--- src/rtl/fir_tap_sequencer_if.sv ---
// fir_tap_sequencer_if: sample-in, sample-out and shared-adder signals of the FIR tap sequencer
interface fir_tap_sequencer_if #(parameter int DW = 16);
  logic          in_valid;
  logic          in_ready;
  logic [DW-1:0] in_data;
  logic [DW-1:0] add_a;
  logic [DW-1:0] add_b;
  logic [DW-1:0] add_sum;
  logic          out_valid;
  logic          out_ready;
  logic [DW-1:0] out_data;
  logic          busy;
  modport master (
    input  in_valid, in_data, add_sum, out_ready,
    output in_ready, add_a, add_b, out_valid, out_data, busy
  );
  modport slave (
    output in_valid, in_data, add_sum, out_ready,
    input  in_ready, add_a, add_b, out_valid, out_data, busy
  );
endinterface

--- src/rtl/fir_tap_sequencer.sv ---


module fir_tap_sequencer #(
  parameter int DW  = 16,
  parameter int SH0 = 5,
  parameter int SH1 = 4,
  parameter int SH2 = 3,
  parameter int SH3 = 2,
  parameter int SH4 = 1
) (
  input logic clk,
  input logic rst,
  fir_tap_sequencer_if.master bus
);
  typedef enum logic [1:0] {IDLE, ACC, DONE} state_t;
  state_t        state;
  logic [DW-1:0] acc, tap, nxt_tap;
  logic [2:0]    k;
  logic [DW-1:0] d [5];
  assign bus.add_a = acc;
  assign bus.add_b = tap;
  // operand B for the following ACC cycle, indexed by the tap currently being added
  always_comb nxt_tap = k == 3'd1 ? d[2] >> SH2 : k == 3'd2 ? d[3] >> SH3 : d[4] >> SH4;
  always_ff @(posedge clk)
    if (rst) begin
      state <= IDLE;
      acc <= '0;
      tap <= '0;
      k <= '0;
      bus.in_ready <= 1'b1;
      bus.out_valid <= 1'b0;
      bus.out_data <= '0;
      bus.busy <= 1'b0;
      for (int i = 0; i < 5; i++) d[i] <= '0;
    end else
      case (state)
        IDLE:
          if (bus.in_valid) begin
            d[0] <= bus.in_data;
            for (int i = 1; i < 5; i++) d[i] <= d[i-1];
            acc <= bus.in_data >> SH0;
            tap <= d[0] >> SH1;
            k <= 3'd1;
            bus.in_ready <= 1'b0;
            bus.busy <= 1'b1;
            state <= ACC;
          end
        ACC: begin
          k <= k + 3'd1;
          if (k == 3'd4) begin
            bus.out_data <= bus.add_sum;
            bus.out_valid <= 1'b1;
            acc <= '0;
            tap <= '0;
            state <= DONE;
          end else begin
            acc <= bus.add_sum;
            tap <= nxt_tap;
          end
        end
        DONE:
          if (bus.out_ready) begin
            bus.out_valid <= 1'b0;
            bus.busy <= 1'b0;
            bus.in_ready <= 1'b1;
            state <= IDLE;
          end
        default: state <= IDLE;
      endcase
endmodule
--- src/flat_wrapper.sv ---
// flat-port wrapper written by rule: the top's interface ports become plain ports
module fir_tap_sequencer_flat 
#(
  parameter int DW  = 16,
  parameter int SH0 = 5,
  parameter int SH1 = 4,
  parameter int SH2 = 3,
  parameter int SH3 = 2,
  parameter int SH4 = 1
)
  (clk, rst, bus_in_valid, bus_in_data, bus_add_sum, bus_out_ready, bus_in_ready, bus_add_a, bus_add_b, bus_out_valid, bus_out_data, bus_busy);
  fir_tap_sequencer_if #(.DW(DW)) bus_i ();
  input logic clk;
  input logic rst;
  input wire logic [$bits(bus_i.in_valid)-1:0] bus_in_valid;
  input wire logic [$bits(bus_i.in_data)-1:0] bus_in_data;
  input wire logic [$bits(bus_i.add_sum)-1:0] bus_add_sum;
  input wire logic [$bits(bus_i.out_ready)-1:0] bus_out_ready;
  output wire logic [$bits(bus_i.in_ready)-1:0] bus_in_ready;
  output wire logic [$bits(bus_i.add_a)-1:0] bus_add_a;
  output wire logic [$bits(bus_i.add_b)-1:0] bus_add_b;
  output wire logic [$bits(bus_i.out_valid)-1:0] bus_out_valid;
  output wire logic [$bits(bus_i.out_data)-1:0] bus_out_data;
  output wire logic [$bits(bus_i.busy)-1:0] bus_busy;
  assign bus_i.in_valid = bus_in_valid;
  assign bus_i.in_data = bus_in_data;
  assign bus_i.add_sum = bus_add_sum;
  assign bus_i.out_ready = bus_out_ready;
  assign bus_in_ready = bus_i.in_ready;
  assign bus_add_a = bus_i.add_a;
  assign bus_add_b = bus_i.add_b;
  assign bus_out_valid = bus_i.out_valid;
  assign bus_out_data = bus_i.out_data;
  assign bus_busy = bus_i.busy;
  fir_tap_sequencer #(.DW(DW), .SH0(SH0), .SH1(SH1), .SH2(SH2), .SH3(SH3), .SH4(SH4)) u_core (.clk(clk), .rst(rst), .bus(bus_i));
endmodule
--- config.mk ---
export PLATFORM = sky130hd
export DESIGN_NAME = fir_tap_sequencer_flat
export DESIGN_NICKNAME = d
export VERILOG_FILES = /design/src/rtl/fir_tap_sequencer_if.sv /design/src/rtl/fir_tap_sequencer.sv /design/src/flat_wrapper.sv
export SDC_FILE = /design/constraint.sdc
export NUM_CORES = 1
export LEC_CHECK = 0
export CAP_MARGIN = 20
export CORE_UTILIZATION = 57
export CTS_CLUSTER_DIAMETER = 80
export DETAILED_ROUTE_END_ITERATION = 12
export PLACE_DENSITY_LB_ADDON = 0.2
export SYNTH_ARGS = -nofsm -noshare
export SYNTH_HDL_FRONTEND = slang
export SYNTH_SLANG_ARGS = --single-unit
--- constraint.sdc ---
create_clock -name clk -period 4.3 [get_ports clk]
set_input_delay 0.86 -clock clk [delete_from_list [all_inputs] [get_ports clk]]
set_output_delay 0.86 -clock clk [all_outputs]
set_load 0.005 [all_outputs]
==> impl_metrics.csv, run 1 <==
group,metric,value,unit
run_status,status,"complete, but fails checks",
run_status,violations,"design-rule violations",
synth,synth-edff-count,75,
worst_setup_path,arrival,2.94,ns
min_path,hold_class,"reg2reg",
sta,tightest_slew,0.922,ns
synth,ys_types,39,
synth,ys_ff_latch,130,
cts,cts_tree,"done",
final_layout,design_area,6760,um2
synth,synth_area_leaders,"edfxtp_1 (42%), dfxtp_1 (21%), and2_1 (7.4%), a21oi_1 (3.2%), nor2_1 (3.0%)",
cts,cts_buffers,17,
worst_setup_path,cpMaxStageDelayCell,"clkdlybuf4s50_1",
drt,viasPerCell,5.78,
final_layout,area_growth,27.3,%
global_route,antenna_found_initial,0,
cts,htreeDepth,4,
sta,slew_violations,0,
drt,vias,3795,
placed_design,placed_cell_area,6150,um2
worst_setup_path,path_class,"in2reg",
synth,syn_nets,502,
synth,async_flop_share,0,
cts,cts_setup_buffers,0,
worst_setup_path,cp-start-kind,"input port",
synth,synth_most_common_cell,"edfxtp_1",
sta,rsz0062_at_grt,"no",
global_route,grt_first_pass_wirelength,18.5,mm
run,drv_cap,0,
synth,seq_area_frac_synth,0.632,
floorplanning,die-area,9700,um2
synth,synth_top_area_share,0.424,
floorplanning,pin_count,87,
power,p_total,3.14,mW
global_route,grt_overflow,0,
cts,cts_resized,0,
worst_setup_path,crit_chain,"clkdlybuf4s50_1 -> nand2b_1 -> buf_4 -> nor2_1 -> or2_2 -> buf_12",
placed_design,place_inst,625,
worst_setup_path,crit_required,4.48,ns
floorplanning,start_util,0.600,
sta,setup_violations,0,
global_route,grt_pass1_vias,3769,
sta,fin_crit_sh,0.642,
synth,synth_common_cells,"edfxtp_1 (75), and2_1 (63), dfxtp_1 (55)",
cts,insertion_delay,0.51,ns
final_layout,nNetsFinal,576,
placed_design,place.port_buffers,84,
cts,cts.sinks,130,
cts,ctsHoldBuffers,0,
synth,ys.warnings.count,0,
drt,drcViolationCount,1,
worst_setup_path,critical-path-max-stage-delay,0.78,ns
sta,worst_clock_skew,0.00949,ns
synth,synthCells,462,
drt,drtIter0Drc,322,
cts,cts_max_path_buffers,2,
final_layout,antenna_cells,0,
power,leakage,2.48,nW
global_route,grt.total_usage,0.250,
global_route,grt_start_max_net_pins,68,
drt,drt_wl_total,11.5,mm
synth,yosysTopAreaCell,"edfxtp_1",
worst_setup_path,worstSetupEndpointType,"flip-flop",
sta,fmax,0.362,GHz
worst_setup_path,cp_max_fo,57,
drt,drtAntennaViolNets,0,
worst_setup_path,reg2reg_slack,1.92,ns
sta,setup_tns,0,ns
cts,clkSlewWorstSetupHoldPaths,0.06,ns
final_layout,drive_gt1_frac,0.0929,
drt,first_pass_iters,11,
sta,slew_headroom,0.383,
synth,synthFlopType,"edfxtp_1",
drt,wl_per_cell,17.5,um
final_layout,final_cell_count_no_fill,657,
power,ir_drop,0.341,mV
floorplanning,die_w,98.5,um
sta,finalHoldViolCount,0,
cts,cts_root_buf,"clkbuf_8",
floorplanning,rows,34,
synth,syn_area_per_cell,11.5,um2
placed_design,place_congestion,0.790,
placed_design,hpwl,7.29,mm
floorplanning,dieHeight,98.5,um
final_layout,fill_cells,597,
synth,syn-cell-area,5310,um2
power,power_density,465,nW/um2
floorplanning,core-area,8850,um2
sta,min_period,2.76,ns
cell type report:
class                           instances  area, um2  share of cell area
Sequential cell                       130       3350               0.496
Clock buffer                           23        542              0.0802
Multi-Input combinational cell        281       1710               0.253
Tap cell                              108        135              0.0200
Timing Repair Buffer                   91        901               0.133
Clock inverter                          9       61.3             0.00908
Inverter                               15       56.3             0.00833
flip-flops by register name, summed over array words and instances (netlist names):
signal	cells
u_core.state	2
u_core.bus.in_ready	1
u_core.bus.add_a	16
u_core.bus.out_data	16
u_core.bus.busy	1
u_core.d	75
u_core.k	3
u_core.bus.out_valid	1
u_core.bus.add_b	15
power breakdown:
group          leakage, nW  switching, mW  internal, mW
sequential            1.27         0.0393          1.41
clock                0.301          0.522         0.878
combinational        0.908          0.152         0.138
layer usage:
metal	routed length [um]	track usage	share of wire
met5	0	0	0
met4	192	0.0987	0.017
met3	786	0.0745	0.068
met2	5730	0.410	0.50
met1	4770	0.313	0.42
cells in the final DEF, fill, tap and decap left out, types with 2 or more instances in the layout:
master,count
clkbuf_8,3
a221oi_1,11
nor2b_1,2
a22oi_1,7
nand3_1,2
clkinv_2,3
mux2i_1,13
nor2_1,42
clkbuf_16,20
nor3_1,11
buf_4,6
a21oi_1,34
nor4_1,12
clkinv_4,3
inv_4,2
nand2_1,36
inv_1,15
a211oi_1,13
nand2b_1,2
clkdlybuf4s50_1,83
or2_2,3
ha_1,4
edfxtp_1,75
o32ai_1,12
dfxtp_1,55
and2_1,63
per-stage QoR:
step | utilization | hold slack [ns] | worst slack [ns]
CTS | 0.763 | 0.458 | 1.58
global placement | 0.695 | 0.442 | 1.13
floorplan | - | 0.448 | 1.74
detailed placement | 0.695 | 0.449 | 1.07
finish | 0.763 | 0.455 | 1.54
global route | 0.763 | 0.477 | 1.36
worst paths after layout:
path	startpoint	endpoint	cells after the start
setup reg to reg	u_core.state[0]	u_core.bus.out_data[5]	4
setup / recovery	bus_in_valid	u_core.d[0][63]	6
hold reg to reg	u_core.bus.add_b[14]	u_core.bus.add_b[14]	2
hold / removal	u_core.bus.add_b[14]	u_core.bus.add_b[14]	2
worst max-delay path, delay by kind of cell:
family,cells,cell delay [ns]
buf+inv,3,1.34
simple gates,3,0.68
kinds of logic (layout without fill, tap and decap cells):
group                      count (synthesis)  in the layout  synth area share
xor gates and xnor gates                   1              1           0.00165
adders and majority gates                  4              4           0.00943
AOI/OAI and AO/OA                         80             80             0.104
muxes                                     14             14            0.0266
buffers and inverters                     51            138            0.0467
DFF                                      130            130             0.632
and+or+nand+nor                          181            181             0.179
other                                      1              1          0.000707
Note: power is estimated with default switching activity, not from simulation.
==> inputs of run 2 (changes only) <==
Settings changed: CORE_UTILIZATION 57 to 48.
Clock period 4.3 ns to 2.35 ns, I/O delays scaled along.
==> impl_metrics.csv, run 2 (same netlist as run 1, synthesis figures left out) <==
group,metric,value,unit
run_status,status,"finished, final reports clean",
drt,drtAntennaViolNets,0,
worst_setup_path,path_class,"reg2reg",
sta,fmax,0.492,GHz
power,p_switching,1.23,mW
cts,cts_tree,"done",
drt,drcViolationCount,0,
sta,worst_clock_skew,0.00961,ns
power,leakage,2.49,nW
final_layout,regMostFlops,"u_core.d",
worst_setup_path,critPathTopFamily,"compound AO/OA/AOI/OAI gates",
sta,whs,0.354,ns
sta,tightest_slew,0.579,ns
worst_setup_path,rr_worst_depth,4,
placed_design,placed_cell_area,6270,um2
worst_setup_path,worstSetupEndpointType,"flip-flop",
placed_design,hpwl,7.17,mm
final_layout,area_growth,28.7,%
global_route,grt_overflow,0,
cts,htreeDepth,4,
floorplanning,rows,38,
worst_setup_path,arrival,2.47,ns
cts,cts_max_path_buffers,2,
sta,min_period,2.03,ns
worst_setup_path,reg2reg_slack,0.32,ns
final_layout,design_area,6830,um2
floorplanning,core-area,10800,um2
run,drv_cap,0,
global_route,grt_start_max_net_pins,64,
power,intPower,4.41,mW
cts,cts_buffers,17,
power,pwr-share-clk,0.435,
sta,finalHoldViolCount,0,
floorplanning,die-area,11500,um2
power,power_density,826,nW/um2
floorplanning,start_util,0.492,
sta,slew_headroom,0.613,
cts,cts_resized,0,
final_layout,drive_gt1_frac,0.0939,
final_layout,largest_reg_flops,75,
sta,setup_tns,0,ns
drt,wl_per_cell,15.8,um
power,ir_drop,0.414,mV
final_layout,layout_commonest_cell,"clkdlybuf4s50_1",
final_layout,final_cell_count_no_fill,694,
global_route,grt.total_usage,0.210,
drt,vias,3699,
placed_design,place_inst,662,
sta,rsz0062_at_grt,"no",
min_path,min_to,"u_core.state[0]",
drt,viasPerCell,5.33,
drt,drt_wl_total,10.9,mm
worst_setup_path,cpMaxStageDelayCell,"dfxtp_1",
drt,first_pass_iters,4,
floorplanning,dieHeight,107,um
min_path,hold_class,"in2reg",
final_layout,nNetsFinal,581,
power,combPwrFrac,0.096,
cts,cts.sinks,130,
cts,ctsHoldBuffers,0,
sta,setup_violations,0,
worst_setup_path,crit_chain,"nand2b_1 -> a21oi_4 -> a221oi_1 -> nor3_1",
final_layout,antenna_cells,0,
worst_setup_path,path_buf_inv,0,
worst_setup_path,cp-start-kind,"flip-flop",
min_path,hold_path_startpoint,"rst",
power,pwr-share-seq,0.469,
worst_setup_path,cp_max_fo,18,
final_layout,final_cell_mix,"clkdlybuf4s50_1 (83), edfxtp_1 (75), and2_1 (63)",
worst_setup_path,timing.rr.start,"u_core.state[0]",
placed_design,place.port_buffers,84,
worst_setup_path,crit_required,2.79,ns
drt,drtIter0Drc,343,
global_route,grt_pass1_vias,3649,
global_route,antenna_found_initial,0,
worst_setup_path,critical-path-max-stage-delay,0.68,ns
sta,fin_crit_sh,0.865,
final_layout,fill_cells,842,
floorplanning,pin_count,87,
cts,cts_root_buf,"clkbuf_8",
worst_setup_path,r2r_end,"u_core.bus.add_a[10]",
min_path,hold_depth,2,
cts,cts_setup_buffers,0,
sta,slew_violations,0,
global_route,grt_first_pass_wirelength,18.2,mm
cts,insertion_delay,0.52,ns
power,swShare,0.218,
floorplanning,die_w,107,um
cts,clkSlewWorstSetupHoldPaths,0.06,ns
placed_design,place_congestion,0.772,
==> run 2: cell types whose count changed in the layout (fill, tap and decap cells not counted) <==
| cell | delta |
|---|---|
| buf_12 | +3 |
| clkinv_4 | -3 |
| clkbuf_8 | +4 |
| clkinvlp_4 | -1 |
| inv_4 | -2 |
| clkbuf_16 | -4 |
| clkinv_2 | +1 |
| clkbuf_1 | +4 |
| buf_4 | +2 |
| bufinv_16 | +1 |
==> run 2: power by group through the flow <==
stage	combinational, mW	clock (mW)	sequential (mW)
2_1_floorplan	0.293	0	2.68
3_3_place_gp	0.533	0	2.69
3_5_place_dp	0.542	0	2.69
4_1_cts	0.546	2.49	2.65
5_1_grt	0.598	2.59	2.67
6_report	0.544	2.45	2.65
==> run 2: worst max-delay path by stage <==
stage | endpoint | cells after the start | slack (ns) | start
5_1_grt | u_core.bus.add_a[3] | 4 | 0.1 | u_core.state[0]
4_1_cts | u_core.bus.add_a[10] | 4 | 0.31 | u_core.state[0]
3_3_place_gp | u_core.bus.add_a[3] | 5 | 0.34 | bus_in_valid
2_1_floorplan | u_core.d[0][10] | 5 | 0.16 | u_core.state[0]
3_5_place_dp | u_core.bus.add_a[5] | 5 | 0.28 | bus_in_valid
6_report | u_core.bus.add_a[10] | 4 | 0.32 | u_core.state[0]
==> run 2: layer usage <==
layer | vias to the layer above | routed length, um | global-route usage
li1 | 1799 | - | -
met1 | 1772 | 4940 | 0.270
met2 | 108 | 5040 | 0.314
met3 | 20 | 706 | 0.0705
met4 | 0 | 261 | 0.110
met5 | - | 0 | 0
==> run 2: per-stage QoR <==
stage / utilization / setup WS (ns) / power [mW]
floorplan: - / 0.161 / 2.97
global placement: 0.581 / 0.339 / 3.22
detailed placement: 0.581 / 0.284 / 3.23
CTS: 0.633 / 0.309 / 5.69
global route: 0.633 / 0.0975 / 5.85
finish: 0.633 / 0.316 / 5.64
==> run 2: final cells by class <==
class / count / area [um2] / share of cell area
clock buffers: 27 / 512 / 0.0749
clock inverters: 5 / 50.0 / 0.00733
inverters: 15 / 56.3 / 0.00824
multi-input cells: 281 / 1710 / 0.250
flip-flops and latches: 130 / 3350 / 0.491
well taps: 140 / 175 / 0.0257
repair buffers: 96 / 976 / 0.143
==> inputs of run 3 (changes only) <==
Settings changed: CELL_PAD_IN_SITES_DETAIL_PLACEMENT set to 0, CELL_PAD_IN_SITES_GLOBAL_PLACEMENT set to 1, CORE_UTILIZATION 48 to 38, HOLD_SLACK_MARGIN set to 0.1.
==> impl_metrics.csv, run 3 (same netlist as run 1, synthesis figures left out) <==
group,metric,value,unit
run_status,status,"finished, final reports clean",
power,p_switching,1.24,mW
drt,viasPerCell,5.03,
sta,slew_violations,0,
cts,cts_max_path_buffers,2,
power,power_density,812,nW/um2
global_route,use_met2,0.261,
drt,drcViolationCount,0,
worst_setup_path,cp_max_fo,2,
worst_setup_path,critical-path-max-stage-delay,0.52,ns
floorplanning,rows,42,
drt,vias,3691,
cts,clkSlewWorstSetupHoldPaths,0.05,ns
final_layout,final_cell_mix,"clkdlybuf4s50_1 (83), edfxtp_1 (75), and2_1 (63)",
floorplanning,start_util,0.395,
sta,slew_headroom,0.633,
worst_setup_path,arrival,1.29,ns
worst_setup_path,cp.depth,1,
drt,wl_per_cell,15.8,um
min_path,min_to,"u_core.bus.out_data[10]",
floorplanning,pin_count,87,
drt,first_pass_iters,4,
worst_setup_path,path_class,"reg2out",
drt,drtIter0Drc,224,
floorplanning,dieHeight,120,um
final_layout,regMostFlops,"u_core.d",
placed_design,placed_cell_area,6330,um2
sta,tightest_slew,0.550,ns
global_route,met1_usage,0.227,
min_path,hold_depth,2,
placed_design,place.port_buffers,84,
floorplanning,core-area,13500,um2
floorplanning,die-area,14400,um2
global_route,met3_usage,0.0623,
sta,rsz0062_at_grt,"no",
sta,finalHoldViolCount,0,
min_path,hold_class,"reg2reg",
power,swShare,0.222,
final_layout,antenna_cells,0,
worst_setup_path,crit_required,1.88,ns
worst_setup_path,cpMaxStageDelayCell,"clkdlybuf4s50_1",
drt,drt_wl_total,11.6,mm
placed_design,place_congestion,0.759,
worst_setup_path,rr_worst_depth,6,
final_layout,design_area,6870,um2
floorplanning,die_w,120,um
power,ir_drop,0.548,mV
run,drv_cap,0,
cts,cts.sinks,130,
min_path,hold_path_startpoint,"u_core.bus.out_data[10]",
sta,fmax,0.569,GHz
sta,fin_crit_sh,0.748,
cts,cts_setup_buffers,0,
worst_setup_path,path_buf_inv,1,
power,combPwrFrac,0.100,
final_layout,drive_gt1_frac,0.0950,
worst_setup_path,timing.rr.start,"u_core.k[0]",
sta,setup_tns,0,ns
power,leakage,2.49,nW
cts,cts_tree,"done",
power,intPower,4.34,mW
drt,drtAntennaViolNets,0,
final_layout,layout_commonest_cell,"clkdlybuf4s50_1",
sta,min_period,1.76,ns
final_layout,largest_reg_flops,75,
worst_setup_path,reg2reg_slack,0.62,ns
cts,cts_resized,0,
global_route,grt_overflow,0,
worst_setup_path,worstSetupEndpointType,"output pin",
worst_setup_path,r2r_end,"u_core.bus.add_b[3]",
final_layout,nNetsFinal,585,
global_route,grt_pass1_vias,3681,
global_route,grt.total_usage,0.174,
cts,insertion_delay,0.41,ns
sta,worst_clock_skew,0.00648,ns
cts,cts_buffers,17,
worst_setup_path,crit_chain,"clkdlybuf4s50_1",
global_route,grt_start_max_net_pins,64,
worst_setup_path,cp-start-kind,"flip-flop",
cts,htreeDepth,4,
cts,cts_root_buf,"clkbuf_16",
power,pwr-share-seq,0.473,
final_layout,area_growth,29.4,%
global_route,antenna_found_initial,0,
sta,setup_violations,0,
power,pwr-share-clk,0.427,
placed_design,hpwl,7.80,mm
worst_setup_path,critPathTopFamily,"buffers and inverters",
global_route,grt_busiest_layer,"met2",
cts,ctsHoldBuffers,0,
global_route,grt_first_pass_wirelength,18.9,mm
## run 3: cell count changes in the layout (fill, tap and decap cells not counted), sizes merged
cell      previous run  this run
clkinv               4         3
bufinv               1         0
clkinvlp             0         1
buf                 13        17
clkbuf              27        28
## run 3: worst max-delay path by stage
| stage | start | endpoint |
|---|---|---|
| 6_report | u_core.bus.add_b[0] | bus_add_b[0] |
| 5_1_grt | u_core.k[0] | u_core.bus.add_b[6] |
| 4_1_cts | u_core.bus.add_b[0] | bus_add_b[0] |
| 3_5_place_dp | bus_in_valid | u_core.d[0][27] |
| 3_3_place_gp | bus_in_valid | u_core.d[0][27] |
| 2_1_floorplan | u_core.state[0] | u_core.d[0][10] |
## run 3: cell type report
cell class	count	area, um2
fillers	1241	6580
flip-flops and latches	130	3350
multi-input cells	281	1710
repair buffers	100	993
clock buffers	28	518
well taps	176	220
inverters	15	56.3
clock inverters	4	22.5
## run 3: power by group through the flow
stage | clock (mW) | combinational (mW) | sequential, mW
after floorplan | 0 | 0.293 | 2.68
after global placement | 0 | 0.553 | 2.68
after detailed placement | 0 | 0.560 | 2.69
after CTS | 2.43 | 0.562 | 2.64
after global routing | 2.54 | 0.612 | 2.66
final | 2.38 | 0.555 | 2.64
## run 3: metrics by stage
| step | power, mW | util | hold slack (ns) | std cells | setup slack (ns) |
|---|---|---|---|---|---|
| final | 5.58 | 0.511 | 0.453 | 734 | 0.593 |
| after detailed placement | 3.24 | 0.471 | 0.448 | 702 | 0.296 |
| after global placement | 3.24 | 0.471 | 0.444 | 702 | 0.332 |
| after CTS | 5.64 | 0.511 | 0.455 | 734 | 0.568 |
| after global routing | 5.81 | 0.511 | 0.468 | 734 | 0.474 |
| after floorplan | 2.97 | - | 0.448 | 462 | 0.161 |
## run 3: worst min-delay path: stages, from the launching register on
cell,delay [ns]
dfxtp_1,0.31
nand2_1,0.05
a21oi_1,0.05
## run 3: routing by layer
metal  routed length, um  part of all wire
met1                5480              0.47
met2                5260              0.45
met3                 727             0.063
met4                 154             0.013
met5                   0                 0
